## src/rtl/tpu_ctrl_nxn.sv

```systemverilog
// tpu_ctrl_nxn: load/compute/hold sequencer for an NxN systolic matrix unit.
// Decodes load/output instructions, tracks distinct A/B writes and times the MMU window.
module tpu_ctrl_nxn #(
   parameter int N            = 2,
   parameter bit KEEP_WEIGHTS = 1'b0,
   localparam int AW  = $clog2(N*N),
   localparam int IW  = 2*AW+4,
   localparam int CYC = 3*N-1,
   localparam int CW  = $clog2(CYC)
) (
   input  logic          clk,
   input  logic          rst,
   input  logic [IW-1:0] instrn,
   output logic          mem_load_mat,
   output logic [AW:0]   mem_addr,
   output logic          mmu_en,
   output logic [CW-1:0] mmu_cycle,
   output logic          mmu_clear,
   output logic [AW-1:0] output_select,
   output logic          out_valid,
   output logic          busy,
   output logic          done,
   output logic          load_err
);

   localparam int NN = N*N;

   typedef enum logic [2:0] {
      S_IDLE,
      S_LOAD,
      S_LAUNCH,
      S_COMPUTE,
      S_HOLD
   } state_t;

   state_t          r_state, w_state_nxt;
   logic [NN-1:0]   r_a_ld, r_b_ld, w_a_nxt, w_b_nxt, w_bit;
   logic [CW-1:0]   r_cyc;
   logic            r_ld, r_done, r_err;
   logic [AW:0]     r_addr;
   logic [AW-1:0]   r_osel;

   logic            w_load_en, w_sel, w_out_en, w_idx_ok, w_busy_st, w_valid, w_done_nxt;
   logic [AW-1:0]   w_idx, w_osel;
   logic            w_unused_rsvd;

   assign w_load_en     = instrn[0];
   assign w_sel         = instrn[1];
   assign w_idx         = instrn[AW+1:2];
   assign w_out_en      = instrn[AW+2];
   assign w_osel        = instrn[2*AW+2:AW+3];
   assign w_unused_rsvd = instrn[IW-1];

   assign w_idx_ok  = ({1'b0, w_idx} < (AW+1)'(NN));
   assign w_busy_st = (r_state == S_LAUNCH) || (r_state == S_COMPUTE);
   assign w_valid   = w_load_en && w_idx_ok && !w_busy_st;
   assign w_bit     = w_valid ? (NN'(1) << w_idx) : '0;

   // Bitmaps are cleared first when leaving HOLD so the new write still counts.
   always_comb begin
      w_a_nxt     = r_a_ld;
      w_b_nxt     = r_b_ld;
      w_state_nxt = r_state;
      w_done_nxt  = 1'b0;
      if (r_state == S_HOLD && w_valid) begin
         w_b_nxt = '0;
         if (!KEEP_WEIGHTS) w_a_nxt = '0;
      end
      if (w_sel) w_b_nxt = w_b_nxt | w_bit;
      else       w_a_nxt = w_a_nxt | w_bit;

      case (r_state)
         S_IDLE:    if (w_valid) w_state_nxt = S_LOAD;
         S_LOAD:    if (w_valid && (&{w_a_nxt, w_b_nxt})) w_state_nxt = S_LAUNCH;
         S_LAUNCH:  w_state_nxt = S_COMPUTE;
         S_COMPUTE: begin
            if (r_cyc == CW'(CYC-1)) begin
               w_state_nxt = S_HOLD;
               w_done_nxt  = 1'b1;
            end
         end
         S_HOLD:    if (w_valid) w_state_nxt = S_LOAD;
         default:   w_state_nxt = S_IDLE;
      endcase
   end

   always_ff @(posedge clk or posedge rst) begin
      if (rst) begin
         r_state <= S_IDLE;
         r_a_ld  <= '0;
         r_b_ld  <= '0;
         r_cyc   <= '0;
         r_ld    <= 1'b0;
         r_addr  <= '0;
         r_err   <= 1'b0;
         r_osel  <= '0;
         r_done  <= 1'b0;
      end else begin
         r_state <= w_state_nxt;
         r_a_ld  <= w_a_nxt;
         r_b_ld  <= w_b_nxt;
         r_cyc   <= (r_state == S_COMPUTE && w_state_nxt == S_COMPUTE) ? r_cyc + 1'b1 : '0;
         r_ld    <= w_valid;
         r_addr  <= w_valid ? {w_sel, w_idx} : '0;
         r_err   <= w_load_en && !w_valid;
         r_done  <= w_done_nxt;
         if (w_out_en) r_osel <= w_osel;
      end
   end

   assign mem_load_mat  = r_ld;
   assign mem_addr      = r_addr;
   assign mmu_en        = (r_state == S_COMPUTE);
   assign mmu_cycle     = r_cyc;
   assign mmu_clear     = (r_state == S_COMPUTE) && (r_cyc == '0);
   assign output_select = r_osel;
   assign out_valid     = (r_state == S_HOLD);
   assign busy          = w_busy_st;
   assign done          = r_done;
   assign load_err      = r_err;

endmodule

```

## config.mk

```make
export PLATFORM = sky130hd
export DESIGN_NAME = tpu_ctrl_nxn
export DESIGN_NICKNAME = d
export VERILOG_FILES = /design/src/rtl/tpu_ctrl_nxn.sv
export SDC_FILE = /design/constraint.sdc
export NUM_CORES = 1
export LEC_CHECK = 0
export ABC_CLOCK_PERIOD_IN_PS = 2000
export BUFFER_PORTS_ARGS = -buffer_cell sky130_fd_sc_hd__buf_2
export CAP_MARGIN = 30
export CORE_MARGIN = 5
export CORE_UTILIZATION = 45
export DETAILED_ROUTE_END_ITERATION = 10
export PLACE_DENSITY = 0.71
export REMOVE_ABC_BUFFERS = 1
export SETUP_SLACK_MARGIN = 0.4
export SYNTH_ARGS = -nofsm -noshare
export SYNTH_HDL_FRONTEND = slang
export SYNTH_SLANG_ARGS = --single-unit
```

## constraint.sdc

```tcl
create_clock -name clk -period 2 [get_ports clk]
set_input_delay 0.3 -clock clk [delete_from_list [all_inputs] [get_ports clk]]
set_output_delay 0.3 -clock clk [all_outputs]
set_load 0.01 [all_outputs]
```

==> flow_metrics.env, run 1 <==
export IMPL_fillers=167
export IMPL_syn_mean_instance_area_um2=10.4
export IMPL_instances_no_fill=161
export IMPL_overflow=0
export IMPL_drc_errors=0
export IMPL_grt_pass1_wl_um=3700
export IMPL_switching_share_pct=35.6
export IMPL_antenna_cells=0
export IMPL_slew_headroom_pct=80.3
export IMPL_synth_edff_count=0
export IMPL_die_area_um2=3350
export IMPL_hold_violations=0
export IMPL_gp_congestion=0.845
export IMPL_synth_common_cells="22 x dfrtp_1, 11 x nand2_1, 9 x inv_1, 6 x o21ai_0"
export IMPL_wl_per_cell_um=15.0
export IMPL_slew_viol_final=0
export IMPL_worst_ep_arrival_time_ps=1340
export IMPL_clk_pin_slew_ps=110
export IMPL_timing_rr_start="r_state[1]"
export IMPL_hp_class="in -> async"
export IMPL_period_share_pct=82.1
export IMPL_max_cap_violations=0
export IMPL_timing_critical_path_from="r_state[2]"
export IMPL_ys_seq_area_share_pct=53.4
export IMPL_cts_made_buffers=3
export IMPL_rsz0062_at_grt="yes"
export IMPL_finalSetupTns_ps=0
export IMPL_maxClockFrequency_ghz=0.609
export IMPL_clock_sinks=22
export IMPL_tritoncts="done"
export IMPL_root_buffer="clkbuf_4"
export IMPL_synthCells=99
export IMPL_ys_ff_latch=22
export IMPL_grt_max_degree=23
export IMPL_placedCellCount=147
export IMPL_syn_area_um2=1030
export IMPL_grt_pass1_vias=840
export IMPL_fp_dieH_um=57.9
export IMPL_p_comb_share_pct=46.2
export IMPL_crit_required_ps=1700
export IMPL_viasPerCell=5.38
export IMPL_synthTopCellsByArea="dfrtp_1 53%, nand2_1 4.0%, inv_1 3.3%"
export IMPL_setup_viol=0
export IMPL_coreArea_um2=2190
export IMPL_worst_pin_slew_ps=293
export IMPL_dr_pass1_iters=4
export IMPL_path_class="reg -> out"
export IMPL_hold_ws_ps=2.60
export IMPL_synth_cell_type_count=32
export IMPL_slowest_delay_ps=410
export IMPL_slowest_stage="dfrtp_1"
export IMPL_insertion_delay_ps=300
export IMPL_worst_path_buf_inv=3
export IMPL_powerDensity_nw_per_um2=1120
export IMPL_placed_cell_area_um2=1150
export IMPL_drt_iter0_markers=22
export IMPL_p_sw_uw=537
export IMPL_seqPwrFrac_pct=40.7
export IMPL_peakVddDrop_uv=823
export IMPL_dp_hpwl_um=1530
export IMPL_std_cell_rows=17
export IMPL_drt_total_wl_um=2410
export IMPL_cp_max_fo=4
export IMPL_post_synth_top_count_cell="dfrtp_1"
export IMPL_crit_family="flip-flops"
export IMPL_power_mw=1.51
export IMPL_p_leak_nw=0.693
export IMPL_die_w_um=57.9
export IMPL_port_buffers=23
export IMPL_top_level_ports=25
export IMPL_synth_warnings=0
export IMPL_yosysTopAreaCell="dfrtp_1"
export IMPL_track_usage_pct=14.3
export IMPL_synthFlopType="dfrtp_1"
export IMPL_layout_nets=147
export IMPL_via_count=866
export IMPL_critPathCaptureType="primary output"
export IMPL_clockBufferDepth=2
export IMPL_area_growth_pct=30.1
export IMPL_skew_ps=1.44
export IMPL_start_util_pct=47.1
export IMPL_cts_hold_buf=0
export IMPL_antenna_found_initial=0
export IMPL_startpoint_type="flip-flop"
export IMPL_antenna_left=0
export IMPL_p_int_uw=972
export IMPL_drive_above_1_share_pct=42.9
export IMPL_status="finished clean"
export IMPL_pwr_share_clk_pct=13.1
export IMPL_synth_async_reset_ratio_pct=100
export IMPL_htreeDepth=1
export IMPL_synth_top_area_share_pct=53.4
export IMPL_path_cells="nand2b_4 -> inv_4 -> nand2_4 -> inv_2 -> and3_4 -> buf_6"
export IMPL_min_period_ps=1640
export IMPL_fin_area_um2=1340
-- flip-flops by register name, indices dropped and copies added, names as in the netlist --
name / cells
r_state: 3
mem_load_mat: 1
load_err: 1
output_select: 2
r_a_ld: 4
done: 1
r_b_ld: 4
mmu_cycle: 3
mem_addr: 3
-- cell families (layout without fill, tap and decap cells) --
| family | Yosys count | in the layout | share of synthesized area [%] |
|---|---|---|---|
| adders and majority gates | 2 | 2 | 2.43 |
| buffers and inverters | 14 | 48 | 7.40 |
| DFF | 22 | 22 | 53.4 |
| and+or+nand+nor | 38 | 38 | 19.8 |
| AOI/OAI and AO/OA | 19 | 19 | 12.4 |
| muxes | 4 | 4 | 4.61 |
-- cell type report --
| cell class | count | area, um^2 | area share, % |
|---|---|---|---|
| repair buffers | 36 | 225 | 16.8 |
| well taps | 28 | 35.0 | 2.61 |
| multi-input cells | 63 | 470 | 35.1 |
| flip-flops and latches | 22 | 552 | 41.1 |
| clock buffers | 3 | 22.5 | 1.68 |
| inverters | 9 | 36.3 | 2.71 |
-- worst paths after layout --
path                                    end  slack (ps)  depth (start not counted)
setup / recovery                  mmu_clear         360                          6
setup reg to reg                 r_state[1]         420                          5
hold / removal                 mmu_cycle[2]           3                          3
max in group asynchronous        r_state[1]        1770                          3
min in group clk           output_select[1]         220                          2
hold reg to reg                   r_a_ld[2]         510                          2
-- worst register-to-register path, cell delays in order (launching register included) --
cell and delay (ps):
dfrtp_2 460, nand4bb_4 270, nand2_2 120, nor2_1 50, o311a_1 360, a31o_1 220
-- metal layers --
metal / up-vias / track usage, % / wire, um / share of wire (%)
li1: 413 / - / - / -
met1: 417 / 16.6 / 955 / 40
met2: 27 / 24.0 / 1250 / 52
met3: 9 / 3.56 / 140 / 5.8
met4: 0 / 7.95 / 64 / 2.7
met5: - / 0 / 0 / 0
-- timing repair --
item | CTS | global route
endpoints found under the setup margin | 5 | 5
buffers inserted | 6 | 5
pin swaps | 0 | 5
gates resized for setup | 7 | 12
-- power by group through the flow --
stage	combinational (mW)	clock [mW]	sequential, mW
after floorplan	0.273	0	0.619
after global placement	0.429	0	0.601
after detailed placement	0.443	0	0.606
after CTS	0.555	0.205	0.601
after global routing	0.760	0.229	0.625
final	0.697	0.198	0.614
-- layout by cell type, fill, tap and decap left out, types with 2 or more instances in the layout --
cell type	count
a21oi_1	2
a31oi_1	2
a41oi_1	2
and2_1	3
and3_1	4
buf_2	21
buf_4	13
buf_6	2
clkbuf_4	3
dfrtp_1	21
inv_1	7
mux2_2	2
nand2_1	10
nand2b_1	3
nor2_1	4
nor3_1	3
o21ai_0	6
o22ai_1	2
-- per-stage QoR --
stage	utilization, %	setup WS [ps]
2_1_floorplan	-	342
3_3_place_gp	52.7	311
3_5_place_dp	52.7	239
4_1_cts	56.9	383
5_1_grt	61.2	310
6_report	61.2	358
No activity file was read; power rests on OpenSTA's default activity.
==> run 2, diff against run 1 <==
- ABC_CLOCK_PERIOD_IN_PS: 2000 -> 1500
- PLACE_DENSITY: 0.71 -> 0.74
- clock period: 2 -> 1.5 ns (I/O delays scaled with it)
==> run 2 against run 1 <==
The run now ends with negative setup slack left. Register-to-register slack lost 540 ps. Core utilization is 10 points higher. Power up 53%. Cell area grew 17%. Setup slack lost 480 ps. Sequential power rose by 32%. Clock power up 64%. Flip-flop and latch count unchanged. Wire length up 16%. Non-clock buffer count is 17 higher. Critical path depth is the same. Global-route usage rose by 3.0 points. Critical path type is now reg -> reg. Largest power group unchanged. Highest routed layer unchanged.
==> flow_metrics.env, run 2 (synthesized netlist as in run 1, its figures left out) <==
export IMPL_worst_ep_arrival_time_ps=1810
export IMPL_slew_headroom_pct=76.6
export IMPL_area_growth_pct=51.9
export IMPL_crit_required_ps=1700
export IMPL_grt_pass1_vias=1045
export IMPL_grt_max_degree=23
export IMPL_insertion_delay_ps=310
export IMPL_antenna_found_initial=0
export IMPL_timing_rr_start="r_state[1]"
export IMPL_cts_made_buffers=3
export IMPL_slew_viol_final=0
export IMPL_root_buffer="clkbuf_4"
export IMPL_track_usage_pct=17.3
export IMPL_overflow=0
export IMPL_p_sw_uw=808
export IMPL_viasPerCell=5.48
export IMPL_layout_common_cells="21 x dfrtp_1, 20 x buf_4, 19 x buf_2, 13 x buf_6, 10 x nand2_1"
export IMPL_slowest_delay_ps=460
export IMPL_p_leak_nw=0.788
export IMPL_instances_no_fill=179
export IMPL_max_cap_violations=0
export IMPL_port_buffers=23
export IMPL_die_area_um2=3350
export IMPL_start_util_pct=47.1
export IMPL_coreArea_um2=2190
export IMPL_powerDensity_nw_per_um2=1470
export IMPL_antenna_cells=0
export IMPL_fillers=147
export IMPL_clk_pin_slew_ps=120
export IMPL_min_from="instrn[5]"
export IMPL_hp_class="in -> reg"
export IMPL_antenna_left=0
export IMPL_rsz0062_at_grt="yes"
export IMPL_dp_hpwl_um=1660
export IMPL_drt_total_wl_um=2800
export IMPL_violations="negative setup slack"
export IMPL_critPathCaptureType="flip-flop"
export IMPL_hold_ws_ps=145
export IMPL_tritoncts="done"
export IMPL_period_share_pct=108
export IMPL_min_period_ps=1620
export IMPL_path_cells="nand2b_4 -> buf_6 -> a41oi_2 -> nor4b_2 -> o311a_1 -> o21ai_0"
export IMPL_path_class="reg -> reg"
export IMPL_via_count=981
export IMPL_hold_violations=0
export IMPL_skew_ps=5.39
export IMPL_status="finished with violations"
export IMPL_largestRegisters="r_a_ld: 4 flops, r_b_ld: 4 flops"
export IMPL_switching_share_pct=35.1
export IMPL_die_w_um=57.9
export IMPL_dr_pass1_iters=6
export IMPL_top_level_ports=25
export IMPL_htreeDepth=1
export IMPL_timing_critical_path_from="r_state[1]"
export IMPL_layout_nets=164
export IMPL_clockBufferDepth=2
export IMPL_placedCellCount=162
export IMPL_cp_max_fo=7
export IMPL_fp_dieH_um=57.9
export IMPL_fin_ws_ps=-118
export IMPL_gp_congestion=0.891
export IMPL_p_comb_share_pct=50.5
export IMPL_setup_viol=5
export IMPL_clock_sinks=22
export IMPL_wl_per_cell_um=15.7
export IMPL_peakVddDrop_uv=877
export IMPL_drt_iter0_markers=22
export IMPL_p_int_mw=1.49
export IMPL_drc_errors=0
export IMPL_pwr_share_clk_pct=14.1
export IMPL_grt_pass1_wl_um=4570
export IMPL_worst_pin_slew_ps=349
export IMPL_power_mw=2.30
export IMPL_drive_above_1_share_pct=53.0
export IMPL_finalSetupTns_ps=-374
export IMPL_seqPwrFrac_pct=35.3
export IMPL_startpoint_type="flip-flop"
export IMPL_maxClockFrequency_ghz=0.618
export IMPL_mostFrequentLayoutCell="dfrtp_1"
export IMPL_postLayoutCoreUtil_pct=71.5
export IMPL_slowest_stage="dfrtp_2"
export IMPL_std_cell_rows=17
-- run 2: changes by cell type in the layout (fill, tap and decap cells not counted), sizes merged --
| cell | change |
|---|---|
| buf | +16 |
| clkbuf | +1 |
| dlygate4sd3 | +1 |
-- run 2: critical path: cells and delay by family, from the launching register on --
| family | cells | cell delay [ps] |
|---|---|---|
| DFF | 1 | 460 |
| buffers and inverters | 1 | 130 |
| AOI/OAI and AO/OA | 3 | 480 |
| and+or+nand+nor | 2 | 420 |
-- run 2: area by class of cell --
class / instances / area, um^2 / area share, %
flip-flops and latches: 22 / 552 / 35.2
multi-input cells: 63 / 508 / 32.4
repair buffers: 53 / 402 / 25.6
clock buffers: 4 / 36.3 / 2.32
well taps: 28 / 35.0 / 2.24
inverters: 9 / 33.8 / 2.16
-- run 2: final timing paths --
check,endpoint,slack (ps),cells past startpoint
setup reg to reg,r_state[0],-120,6
min in group asynchronous,mem_addr[0],480,4
max in group asynchronous,r_state[1],790,4
setup / recovery,r_state[0],-120,6
hold / removal,output_select[0],150,2
hold reg to reg,r_a_ld[2],520,2
-- run 2: metal layers --
metal | global-route usage, % | vias up | share of wire [%]
met5 | 0 | - | 0
met4 | 8.94 | 0 | 2.4
met3 | 2.23 | 6 | 4.6
met2 | 29.8 | 29 | 52
met1 | 20.9 | 496 | 41
li1 | - | 450 | -
-- run 2: power by group through the flow --
stage | Clock (mW) | Sequential, mW | Combinational (mW)
3_3_place_gp | 0 | 0.788 | 0.719
3_5_place_dp | 0 | 0.796 | 0.745
2_1_floorplan | 0 | 0.825 | 0.364
6_report | 0.325 | 0.813 | 1.16
4_1_cts | 0.331 | 0.797 | 1.05
5_1_grt | 0.352 | 0.827 | 1.25
-- run 2: per-stage QoR --
stage,setup WS (ps),instance area (um^2)
final,-118,1570
after global routing,-209,1570
after CTS,-27.0,1490
after detailed placement,-125,1270
after global placement,-75.4,1270
after floorplan,-158,988
-- run 2: what timing repair did --
item	4_1_cts	5_1_grt
setup endpoints to repair	24	26
pin swaps	11	2
gates resized for setup	27	13
buffers inserted	9	3
endpoints found under the hold margin	22	0
hold buffers	1	0
==> run 3, diff against run 2 <==
- SKIP_LAST_GASP: unset -> 1
==> run 3 against run 2 <==
The run still ends with negative setup slack left. Sequential power shrank 0.5%. Non-clock buffer count is the same. Fmax increased by 0.40%. Clock-buffer cell count stayed put. Sequential share of layout area shrank 0.66 points. Cell area grew 1.9%. Clock power rose by 2%. Setup slack improved by 6.5 ps. First-iteration DRC count rose to 3.1 times the previous value. Critical path depth unchanged. Wire length rose by 7.3%. Critical endpoint unchanged. Highest routed layer unchanged.
==> flow_metrics.env, run 3 (synthesized netlist as in run 1, its figures left out) <==
export IMPL_insertion_delay_ps=310
export IMPL_path_cells="nand2b_4 -> buf_6 -> nand3_4 -> nor4_2 -> o311a_1 -> o21ai_0"
export IMPL_layout_common_cells="21 x dfrtp_1, 20 x buf_4, 19 x buf_2, 13 x buf_6, 9 x nand2_1"
export IMPL_std_cell_rows=17
export IMPL_grt_max_degree=23
export IMPL_start_util_pct=47.1
export IMPL_antenna_left=0
export IMPL_track_usage_pct=17.6
export IMPL_max_cap_violations=0
export IMPL_port_buffers=23
export IMPL_crit_cells=6
export IMPL_min_period_ps=1610
export IMPL_timing_rr_end="r_state[0]"
export IMPL_slew_headroom_pct=81.0
export IMPL_top_level_ports=25
export IMPL_rsz0062_at_grt="yes"
export IMPL_dp_hpwl_um=1660
export IMPL_peakVddDrop_uv=1070
export IMPL_clk_pin_slew_ps=120
export IMPL_powerDensity_nw_per_um2=1540
export IMPL_clock_sinks=22
export IMPL_finalSetupTns_ps=-435
export IMPL_status="finished with violations"
export IMPL_r2r_setup_slack_ps=-110
export IMPL_via_count=1006
export IMPL_timing_critical_path_from="r_state[2]"
export IMPL_mostFrequentLayoutCell="dfrtp_1"
export IMPL_hp_class="in -> reg"
export IMPL_grt_pass1_vias=1040
export IMPL_worst_pin_slew_ps=283
export IMPL_die_w_um=57.9
export IMPL_drt_total_wl_um=3010
export IMPL_largestRegisters="r_a_ld: 4 flops, r_b_ld: 4 flops"
export IMPL_die_area_um2=3350
export IMPL_drc_errors=0
export IMPL_fin_ws_ps=-111
export IMPL_period_share_pct=107
export IMPL_overflow=0
export IMPL_timing_rr_start="r_state[2]"
export IMPL_violations="negative setup slack"
export IMPL_slowest_stage="dfrtp_1"
export IMPL_critPathCaptureType="flip-flop"
export IMPL_startpoint_type="flip-flop"
export IMPL_crit_family="simple AND/OR/NAND/NOR gates"
export IMPL_antenna_cells=0
export IMPL_layout_nets=164
export IMPL_reg2reg_depth=6
export IMPL_power_mw=2.47
export IMPL_fp_dieH_um=57.9
export IMPL_grt_pass1_wl_um=4650
export IMPL_hold_violations=0
export IMPL_hold_ws_ps=142
export IMPL_fillers=136
export IMPL_tritoncts="done"
export IMPL_skew_ps=0.856
export IMPL_cts_made_buffers=3
export IMPL_drive_above_1_share_pct=57.0
export IMPL_viasPerCell=5.62
export IMPL_maxClockFrequency_ghz=0.621
export IMPL_drt_iter0_markers=68
export IMPL_slowest_delay_ps=440
export IMPL_gp_congestion=0.891
export IMPL_coreArea_um2=2190
export IMPL_wl_per_cell_um=16.8
export IMPL_p_leak_nw=0.792
export IMPL_cp_max_fo=7
export IMPL_worst_ep_arrival_time_ps=1800
export IMPL_clockBufferDepth=2
export IMPL_worstSetupEndpoint="r_state[0]"
export IMPL_antenna_found_initial=0
export IMPL_crit_required_ps=1690
export IMPL_slew_viol_final=0
export IMPL_area_growth_pct=54.9
export IMPL_setup_viol=6
export IMPL_htreeDepth=1
export IMPL_root_buffer="clkbuf_4"
export IMPL_dr_pass1_iters=4
export IMPL_worst_path_buf_inv=1
export IMPL_path_class="reg -> reg"
-- run 3: report_power, final --
group | switching, mW | leakage (nW) | internal (mW)
logic | 0.596 | 0.513 | 0.730
registers | 0.0910 | 0.259 | 0.718
clock network | 0.181 | 0.0210 | 0.148
total | 0.869 | 0.792 | 1.60
-- run 3: worst min path at each step --
stage	start	end	cells past startpoint
3_3_place_gp	rst	load_err	3
3_5_place_dp	rst	done	3
2_1_floorplan	rst	done	1
5_1_grt	instrn[5]	output_select[0]	2
4_1_cts	instrn[5]	output_select[0]	2
6_report	instrn[5]	output_select[0]	2
-- run 3: cell type report --
type                       count  area [um^2]  share of cell area [%]
sequential                    22          552                    34.6
tap                           28         35.0                    2.19
timing repair buffer          53          402                    25.2
inverter                       9         36.3                    2.27
clock buffer                   4         36.3                    2.27
multi-input combinational     63          536                    33.5
-- run 3: per-layer routing --
metal	share of wire (%)	vias up	track usage [%]
met4	2.0	0	8.94
li1	-	449	-
met2	50	43	30.6
met3	5.8	8	2.23
met5	0	-	0
met1	42	506	21.1
-- run 3: stage by stage --
step / cell area [um^2] / cells / utilization [%] / setup slack [ps]
finish: 1600 / 179 / 72.9 / -111
global placement: 1270 / 162 / 57.8 / -75.4
floorplan: 988 / 94 / - / -158
detailed placement: 1270 / 162 / 57.8 / -125
CTS: 1490 / 176 / 67.8 / -27.0
global route: 1600 / 179 / 72.9 / -191
-- run 3: what timing repair did --
action,4_1_cts,5_1_grt
hold buffers,1,0
buffers inserted,9,3
endpoints found under the hold margin,22,0
pin swaps,11,5
setup endpoints to repair,24,26
resized for setup,26,22
